==> src/rtl/fifo_pkg.sv <==
// Shared helpers for the multi-lane FIFO family: lane-mask population count
// and the occupancy-width derivation.
package fifo_pkg;

  // Widest read mask popcount_nrd accepts; lane counts above this are not supported.
  localparam int MAX_LANES = 32;

  function automatic int cnt_width(input int depth, input int num_rd);
    return $clog2(depth + num_rd + 1);
  endfunction

  function automatic int popcount_nrd(input logic [MAX_LANES-1:0] mask);
    int n;
    n = 0;
    for (int i = 0; i < MAX_LANES; i++) begin
      if (mask[i]) n++;
    end
    return n;
  endfunction

endpackage

==> src/rtl/fifo_lane_compact.sv <==
// Combinational lane compactor: removes read lanes and packs the surviving
// valid lanes toward lane 0 in their original order.
module fifo_lane_compact #(
  parameter  int WIDTH  = 8,
  parameter  int NUM_RD = 4,
  localparam int SURV_W = $clog2(NUM_RD + 1)
) (
  input  logic [NUM_RD-1:0] valid,
  input  logic [WIDTH-1:0]  data [NUM_RD-1:0],
  input  logic [NUM_RD-1:0] rd,
  output logic [NUM_RD-1:0] valid_c,
  output logic [WIDTH-1:0]  data_c [NUM_RD-1:0],
  output logic [SURV_W-1:0] survivors
);

  logic [NUM_RD-1:0] keep;

  assign keep = valid & ~rd;

  // NOTE: every output gets a default before the loops so no path leaves a
  // value unassigned, which would otherwise infer a latch.
  always_comb begin
    int pos;
    valid_c = '0;
    for (int k = 0; k < NUM_RD; k++) data_c[k] = '0;
    pos = 0;
    for (int i = 0; i < NUM_RD; i++) begin
      if (keep[i]) begin
        for (int k = 0; k < NUM_RD; k++) begin
          if (pos == k) begin
            valid_c[k] = 1'b1;
            data_c[k]  = data[i];
          end
        end
        pos++;
      end
    end
    survivors = SURV_W'(pos);
  end

endmodule

==> src/rtl/fifo_w1rn.sv <==
// Single-write, NUM_RD-lane read FIFO. Lanes hold the oldest entries; the
// backing memory holds the rest, and writes bypass memory when a lane is free.
module fifo_w1rn
  import fifo_pkg::*;
#(
  parameter  int WIDTH  = 8,
  parameter  int DEPTH  = 8,
  parameter  int NUM_RD = 4,
  localparam int CNT_W  = cnt_width(DEPTH, NUM_RD)
) (
  input  logic              clk,
  input  logic              reset,
  input  logic              flush,
  output logic              ready_in,
  input  logic              valid_in,
  input  logic [WIDTH-1:0]  data_in,
  input  logic [NUM_RD-1:0] ready_out,
  output logic [NUM_RD-1:0] valid_out,
  output logic [WIDTH-1:0]  data_out [NUM_RD-1:0],
  output logic [CNT_W-1:0]  count
);

  localparam int PTR_W  = $clog2(DEPTH);
  localparam int MCNT_W = $clog2(DEPTH + 1);
  localparam int SURV_W = $clog2(NUM_RD + 1);

  logic [WIDTH-1:0]  mem [DEPTH];
  logic [PTR_W-1:0]  rd_ptr, wr_ptr, rd_ptr_nxt, wr_ptr_nxt;
  logic [MCNT_W-1:0] mem_count, mem_count_nxt;
  logic [CNT_W-1:0]  count_nxt;
  logic [NUM_RD-1:0] rd_mask, cvalid, lane_valid_nxt;
  logic [WIDTH-1:0]  cdata [NUM_RD-1:0];
  logic [WIDTH-1:0]  lane_data_nxt [NUM_RD-1:0];
  logic [SURV_W-1:0] survivors;
  logic              wr_fire, bypass, mem_we;

  assign ready_in = int'(mem_count) < DEPTH;
  assign wr_fire  = valid_in && ready_in;
  assign rd_mask  = valid_out & ready_out;

  fifo_lane_compact #(.WIDTH(WIDTH), .NUM_RD(NUM_RD)) u_compact (
    .valid     (valid_out),
    .data      (data_out),
    .rd        (rd_mask),
    .valid_c   (cvalid),
    .data_c    (cdata),
    .survivors (survivors)
  );

  always_comb begin
    int n_surv, n_fill, slot, idx, rp;
    n_surv = int'(survivors);
    n_fill = NUM_RD - n_surv;
    if (n_fill > int'(mem_count)) n_fill = int'(mem_count);
    slot   = n_surv + n_fill;
    bypass = wr_fire && (slot < NUM_RD);
    mem_we = wr_fire && !bypass;

    lane_valid_nxt = '0;
    for (int k = 0; k < NUM_RD; k++) lane_data_nxt[k] = '0;
    for (int k = 0; k < NUM_RD; k++) begin
      // Memory offset for the lane; only meaningful in the fill range.
      idx = int'(rd_ptr) + k - n_surv;
      if (idx >= DEPTH) idx -= DEPTH;
      if (cvalid[k]) begin
        lane_valid_nxt[k] = 1'b1;
        lane_data_nxt[k]  = cdata[k];
      end else if (k < slot) begin
        lane_valid_nxt[k] = 1'b1;
        lane_data_nxt[k]  = mem[PTR_W'(idx)];
      end else if (k == slot && bypass) begin
        lane_valid_nxt[k] = 1'b1;
        lane_data_nxt[k]  = data_in;
      end
    end

    rp = int'(rd_ptr) + n_fill;
    if (rp >= DEPTH) rp -= DEPTH;
    rd_ptr_nxt = PTR_W'(rp);
    if (mem_we) wr_ptr_nxt = (int'(wr_ptr) == DEPTH - 1) ? '0 : wr_ptr + 1'b1;
    else        wr_ptr_nxt = wr_ptr;

    mem_count_nxt = MCNT_W'(int'(mem_count) - n_fill + int'(mem_we));
    count_nxt     = CNT_W'(int'(count) + int'(wr_fire) - popcount_nrd(MAX_LANES'(rd_mask)));
  end

  // NOTE: state registers use non-blocking assignments so every flop samples
  // pre-edge values, independent of statement order.
  always_ff @(posedge clk) begin
    if (reset || flush) begin
      valid_out <= '0;
      for (int k = 0; k < NUM_RD; k++) data_out[k] <= '0;
      rd_ptr    <= '0;
      wr_ptr    <= '0;
      mem_count <= '0;
      count     <= '0;
    end else begin
      valid_out <= lane_valid_nxt;
      for (int k = 0; k < NUM_RD; k++) data_out[k] <= lane_data_nxt[k];
      rd_ptr    <= rd_ptr_nxt;
      wr_ptr    <= wr_ptr_nxt;
      mem_count <= mem_count_nxt;
      count     <= count_nxt;
    end
  end

  // NOTE: the storage array has no reset; mem_count gates every read, so
  // stale contents are never observed and the array maps to plain RAM.
  always_ff @(posedge clk) begin
    if (mem_we && !reset && !flush) mem[wr_ptr] <= data_in;
  end

  always_ff @(posedge clk) begin
    if (!reset) begin
      a_count_cap : assert (int'(count) <= DEPTH + NUM_RD);
      a_lane_contig : assert (((valid_out + NUM_RD'(1)) & valid_out) == '0);
      a_count_sum : assert (int'(count) ==
                            int'(mem_count) + popcount_nrd(MAX_LANES'(valid_out)));
    end
  end

endmodule

==> config.mk <==
export PLATFORM = sky130hd
export DESIGN_NAME = fifo_w1rn
export DESIGN_NICKNAME = d
export VERILOG_FILES = /design/src/rtl/fifo_pkg.sv /design/src/rtl/fifo_lane_compact.sv /design/src/rtl/fifo_w1rn.sv
export SDC_FILE = /design/constraint.sdc
export NUM_CORES = 1
export LEC_CHECK = 0
export CAP_MARGIN = 10
export CORE_UTILIZATION = 60
export CTS_CLUSTER_DIAMETER = 100
export DETAILED_ROUTE_END_ITERATION = 16
export PLACE_DENSITY = 0.87
export SYNTH_ARGS = -nofsm -noshare
export SYNTH_HDL_FRONTEND = slang
export SYNTH_HIERARCHICAL = 1
export SYNTH_SLANG_ARGS = --single-unit
==> constraint.sdc <==
create_clock -name clk -period 12.3 [get_ports clk]
set_clock_uncertainty 0.1 [all_clocks]
set_input_delay 1.845 -clock clk [delete_from_list [all_inputs] [get_ports clk]]
set_output_delay 1.845 -clock clk [all_outputs]
set_load 0.005 [all_outputs]
Word-level counts from Yosys, hierarchy flattened
Memories as Yosys holds them, arrays and structs flattened.
Index checks and enable logic that the tools add are counted.
W data, S select, Z words.
Cells by class
  order comparisons: 12
  reductions and logical operators: 17
  add/sub/neg operators: 26
  bitwise logic cells: 3
  muxes and demuxes: 73
  equality and inequality tests: 14
Operators by type and width (count)
  $mux W8: 25
  $mux W32: 6
  $eq A32 B3 Y1 const B: 4
  $logic_not A32 Y1: 4
  $add A4 B32 Y32: 2
  $eq A3 B32 Y1 const A: 2
  $eq A32 B2 Y1 const B: 2
  $lt A3 B32 Y1 const A: 2
  $add A32 B2 Y32 const B: 1
  $eq A2 B32 Y1 const A: 1
  $ge A32 B5 Y1 const B: 1
  $lt A1 B32 Y1 const A: 1
  $lt A2 B32 Y1 const A: 1
  $lt A32 B4 Y1 const B: 1
  $mux W1: 29
  $mux W4: 6
  $mux W3: 7
  $ge A5 B5 Y1 const B: 3
  $sub A3 B1 Y3 const B: 5
  $sub A4 B3 Y5: 3
  $logic_and A1 B1 Y1: 9
  $add A3 B2 Y4 const B: 2
  $add A4 B2 Y4 const B: 2
  $and A4 B4 Y4: 2
  19 further kinds: 24
Word-level totals
  flip-flop bits (word level): 50
  logic and storage cells: 155
  input bits: 16
  bits in writable memories: 64
  output and inout bits: 41
  memories: 1
Memory list
  mem: depth 8, bits a word 8, rd ports 4, clocked after Yosys merged registers in 0, wr ports 1, line fifo_w1rn.sv:27  | logic [WIDTH-1:0] mem [DEPTH];

Depth between registers and ports, before layout
  depth in word-level cells: 22
  mapped depth: 39
  gate-level depth less buffers: 38

By module
Netlist, hierarchy kept.
Modules (own cells, without submodules)
  fifo_w1rn: sequential area each 2922.8 um2, times used 1, area each 7070.5 um2, cells each 576
  fifo_lane_compact: sequential area each 0.0 um2, times used 1, area each 1048.5 um2, cells each 142

Least setup slack after synthesis
No wires, ideal clock.
  path type: in2reg
  start point: in ready_out[0]
  end point: mem mem[2][0], enable pin
  arrival: 8.667 ns
  library setup time: 0.395 ns
  path buffers: 1
  required time: 11.805 ns
  slack: 3.138 ns
  stages: 31
  cell sequence: nand2_1 -> inv_1 -> nor2b_4 -> inv_2 -> ha_1 -> and4bb_2 -> a311o_2 -> a21oi_1 -> a211oi_1 -> inv_1 -> ha_1 -> ha_1 -> nor2b_1 -> o21a_1 -> o21ai_0 -> nand2_1 -> ha_1 -> o21ai_0 -> o21ai_0 -> ha_1 -> a21o_1 -> a21oi_1 -> nand3b_1 -> ha_1 -> nand3_1 -> or3_1 -> clkbuf_1 -> nor2_1 -> a211oi_4 -> inv_1 -> nor4_1
On the way
  cells in the longest elaborated chain, start to end: 22
RTL lines
  start, declared: line fifo_w1rn.sv:17  | input logic [NUM_RD-1:0] ready_out,
  $and A4 B4 Y4 (*): line fifo_w1rn.sv:39  | assign rd_mask = valid_out & ready_out;
  named net rd_mask[0]: line fifo_w1rn.sv:31  | logic [NUM_RD-1:0] rd_mask, cvalid, lane_valid_nxt;
  $not A4 Y4 (*): line fifo_lane_compact.sv:18  | assign keep = valid & ~rd;
  $and A4 B4 Y4 (*): line fifo_lane_compact.sv:18
  $mux W1 (*): line fifo_lane_compact.sv:28  | if (keep[i]) begin
  $add A1 B1 Y2: line fifo_lane_compact.sv:35  | pos++;
  $mux W32 (*): line fifo_lane_compact.sv:28
  $add A32 B2 Y32: line fifo_lane_compact.sv:35
  [... 3 more ...]
  named net survivors[1]: line fifo_w1rn.sv:34  | logic [SURV_W-1:0] survivors;
  [... 3 more ...]
  $add A4 B32 Y32 (*): line fifo_w1rn.sv:55  | slot = n_surv + n_fill;
  $lt A32 B4 Y1 (*): line fifo_w1rn.sv:56  | bypass = wr_fire && (slot < NUM_RD);
  $logic_and A1 B1 Y1 (*): line fifo_w1rn.sv:56
  $logic_not A1 Y1 (*): line fifo_w1rn.sv:57  | mem_we = wr_fire && !bypass;
  $logic_and A1 B1 Y1 (*): line fifo_w1rn.sv:57
  $logic_and A1 B1 Y1 (*) (2 in series): line fifo_w1rn.sv:110  | if (mem_we && !reset && !flush) mem[wr_ptr] <= data_in;
  $mux W1 (*): line fifo_w1rn.sv:110
  $mux W1 (implied by the code) (*): line fifo_w1rn.sv:110
  end, declared: line fifo_w1rn.sv:27
The timed path passes the listed nets; every way through them passes the cells marked *.

Worst setup path in the final report
  start point: in ready_out[0]
  end point: reg mem_count[3]
On the way
  cells in the longest elaborated chain, start to end: 19
  elaborated cells on any way between the ends: 20
  those cells by class: add/sub (7); order compare (2); mux (5); bitwise (3); reduce/logical (3)
RTL lines
  $and A4 B4 Y4 (*): line fifo_w1rn.sv:39
  named net rd_mask[0]: line fifo_w1rn.sv:31
  $not A4 Y4 (*): line fifo_lane_compact.sv:18
  $and A4 B4 Y4 (*): line fifo_lane_compact.sv:18
  $mux W1 (*): line fifo_lane_compact.sv:28
  $add A1 B1 Y2: line fifo_lane_compact.sv:35
  $mux W32 (*): line fifo_lane_compact.sv:28
  $add A32 B2 Y32: line fifo_lane_compact.sv:35
  [... 3 more ...]
  named net survivors[1]: line fifo_w1rn.sv:34
  [... 1 more ...]
  $gt A4 B5 Y1: line fifo_w1rn.sv:54  | if (n_fill > int'(mem_count)) n_fill = int'(mem_count);
  $mux W32: line fifo_w1rn.sv:54
  $add A4 B32 Y32: line fifo_w1rn.sv:55
  $lt A32 B4 Y1: line fifo_w1rn.sv:56
  $logic_and A1 B1 Y1: line fifo_w1rn.sv:56
  $logic_not A1 Y1: line fifo_w1rn.sv:57
  $logic_and A1 B1 Y1: line fifo_w1rn.sv:57
  $add A4 B2 Y4 (*): line fifo_w1rn.sv:83  | mem_count_nxt = MCNT_W'(int'(mem_count) - n_fill + int'(mem_we));
  end signal, assigned: line fifo_w1rn.sv:102  | mem_count <= mem_count_nxt;
  end, declared: line fifo_w1rn.sv:29  | logic [MCNT_W-1:0] mem_count, mem_count_nxt;
Marked as above.
A chain may end at the register's enable or synchronous reset.

==> out/results.tsv <==
metric	value	unit
status	finished clean	
Num CTS Buffers	17	
startpoint class of the critical path	input port	
HP Class	flip-flop to flip-flop	
Top delay family on crit path	compound AO/OA/AOI/OAI gates	
Final Non-Filler Cells	943	
final antenna-violating net count	0	
CP required	12.49	ns
TritonCTS clock tree	done	
Synth warnings	6	
critical path type	input port to flip-flop	
CP Capture Type	flip-flop	
Buf+Inv Stages, Crit Path	9	
Area growth syn-to-layout	14.4	%
Post-Synthesis Cells	718	
CTS Hold Bufs	0	
Crit path top cell by count	ha_1	
Ports	57	
initial antenna violation count	0	
FF+latch count, synth	114	
drt initial violations	681	
clock sink count	114	
commonest non-fill, non-tap cell in the layout	mux2i_1	
setup tns final	0	ns
syn_area_per_cell	11.3	µm²
Chip Height	118	µm
# resized after CTS	0	
final worst path period need	10.83	ns
Die Area	14000	µm²
IO buf count	56	
Worst-Margin Slew	1.20	ns
synthesized cell area	8120	µm²
DP HPWL	14600	µm
Overflow after GRT	0	
GRT Util Overall	30.6	%
final setup violation count	0	
largest net degree at the start of global routing	65	
NumNets Final	821	
CP peak stage delay	0.59	ns
H-tree level count	4	
EDFF count, synth	64	
wirelength, routed	20400	µm
Post-CTS Setup Inserts	0	
root buf cell	clkbuf_16	
sequential element share of the synthesized area	36.0	%
Worst-path clk slew	0.06	ns
post-synth cell types	72	
Core Area	13200	µm²
Final Hold Viols	0	
Post-Place Cells	911	
Max-Cap Viols	0	
count of pins over their slew limit	0	
Worst-Skew Late Latency	0.42	ns
Wirelength per Cell	21.6	µm
worst-path fanout max	23	
Rel. slew slack	19.1	%
first-pass GRT wire length	33100	µm
DRT Pass-1 Iters	5	
Async SR Flop Fraction	0	%
most frequent cells in the layout	70 x mux2i_1, 64 x edfxtp_1, 56 x clkdlybuf4s50_1	
WP data arrival	11.02	ns
RSZ-0062 raised after global routing	false	
# DRC	0	
Via density	6.75	
GPL Wtd Cong	0.925	
fmax	92.4	MHz
Rows	42	
share of cells above drive strength 1	14.1	%
post-synth net total	785	
Synth Flop Type	edfxtp_1	
period utilization	88.0	%
Max clock buf depth	2	
Starting Density	61.3	%
CP max stage cell	ha_1	
number of global-route vias before repair	6214	
DR vias	6361	
Inserted Diodes	0	
Die W	118	µm
-- kinds of logic (layout without fill, tap and decap cells) --
group	Yosys count	count (layout)	synth area share [%]
compound gates	170	170	16.4
simple gates	150	150	11.0
flops	114	114	36.0
mux	111	111	19.4
buf+inv	97	146	5.42
fa+ha+maj	51	51	8.32
xor+xnor	25	25	3.53
-- metal layers --
| layer | share of wire, % | vias to the layer above | GRT usage (%) |
|---|---|---|---|
| met2 | 49 | 362 | 50.2 |
| li1 | - | 2860 | - |
| met1 | 41 | 3084 | 39.3 |
| met4 | 2.4 | 0 | 13.9 |
| met5 | 0 | - | 0 |
| met3 | 7.7 | 55 | 5.94 |
-- tightest hold or removal path, stage by stage (launching register included) --
cell and delay [ns]:
dfxtp_1 0.35, nand2_1 0.07, mux2i_1 0.06
-- synthesized netlist by cell type, drive strengths merged (10+ instances only) --
cell / count / share of area (%)
a211oi: 18 / 1.8
a21o: 10 / 0.94
a21oi: 13 / 1.1
a22o: 17 / 1.8
a31oi: 17 / 1.3
buf: 30 / 2.2
clkbuf: 20 / 1.0
dfxtp: 50 / 12
edfxtp: 64 / 24
ha: 46 / 7.1
inv: 47 / 2.2
mux2i: 70 / 8.6
mux4: 32 / 9.5
nand2: 37 / 1.7
nand2b: 15 / 1.2
nand3: 14 / 0.86
nor2: 13 / 0.60
nor4: 18 / 1.6
o21ai: 28 / 1.8
or2: 11 / 0.85
xnor2: 16 / 2.0
-- state kept, by name (all words and copies together) (netlist names) --
register and count:
mem_count 4, count 4, rd_ptr 3, data_out 32, valid_out 4, mem 64, wr_ptr 3
-- final cells by class --
class	instances	area, µm²
fillers	903	3960
clock buffers	18	429
repair buffers	67	643
multi-input cells	507	4790
clock inverters	14	106
well taps	176	220
flip-flops and latches	114	2920
inverters	47	176
-- per-stage QoR --
| stage | setup WS, ns | instance area, µm² | utilization, % | hold slack [ns] |
|---|---|---|---|---|
| 3_5_place_dp | 1.34 | 8750 | 66.1 | 0.428 |
| 3_3_place_gp | 1.74 | 8750 | 66.1 | 0.398 |
| 4_1_cts | 1.67 | 9290 | 70.1 | 0.437 |
| 6_report | 1.47 | 9290 | 70.1 | 0.434 |
| 2_1_floorplan | 3.14 | 8120 | - | 0.385 |
| 5_1_grt | 0.751 | 9290 | 70.1 | 0.461 |
-- path summary, 6_finish.rpt --
| check | slack, ns | depth (start not counted) | start | endpoint |
|---|---|---|---|---|
| max | 1.47 | 41 | ready_out[0] | mem_count[3]$_SDFF_PP0_ |
| min | 0.43 | 2 | wr_ptr[1]$_SDFFE_PP0P_ | wr_ptr[1]$_SDFFE_PP0P_ |
| max reg2reg | 2.90 | 40 | valid_out[0]$_SDFF_PP0_ | mem_count[3]$_SDFF_PP0_ |
| min reg2reg | 0.43 | 2 | wr_ptr[1]$_SDFFE_PP0P_ | wr_ptr[1]$_SDFFE_PP0P_ |
Power is not shown: default switching activity piles up to over one toggle a cycle in this logic, so the estimate is an artifact.
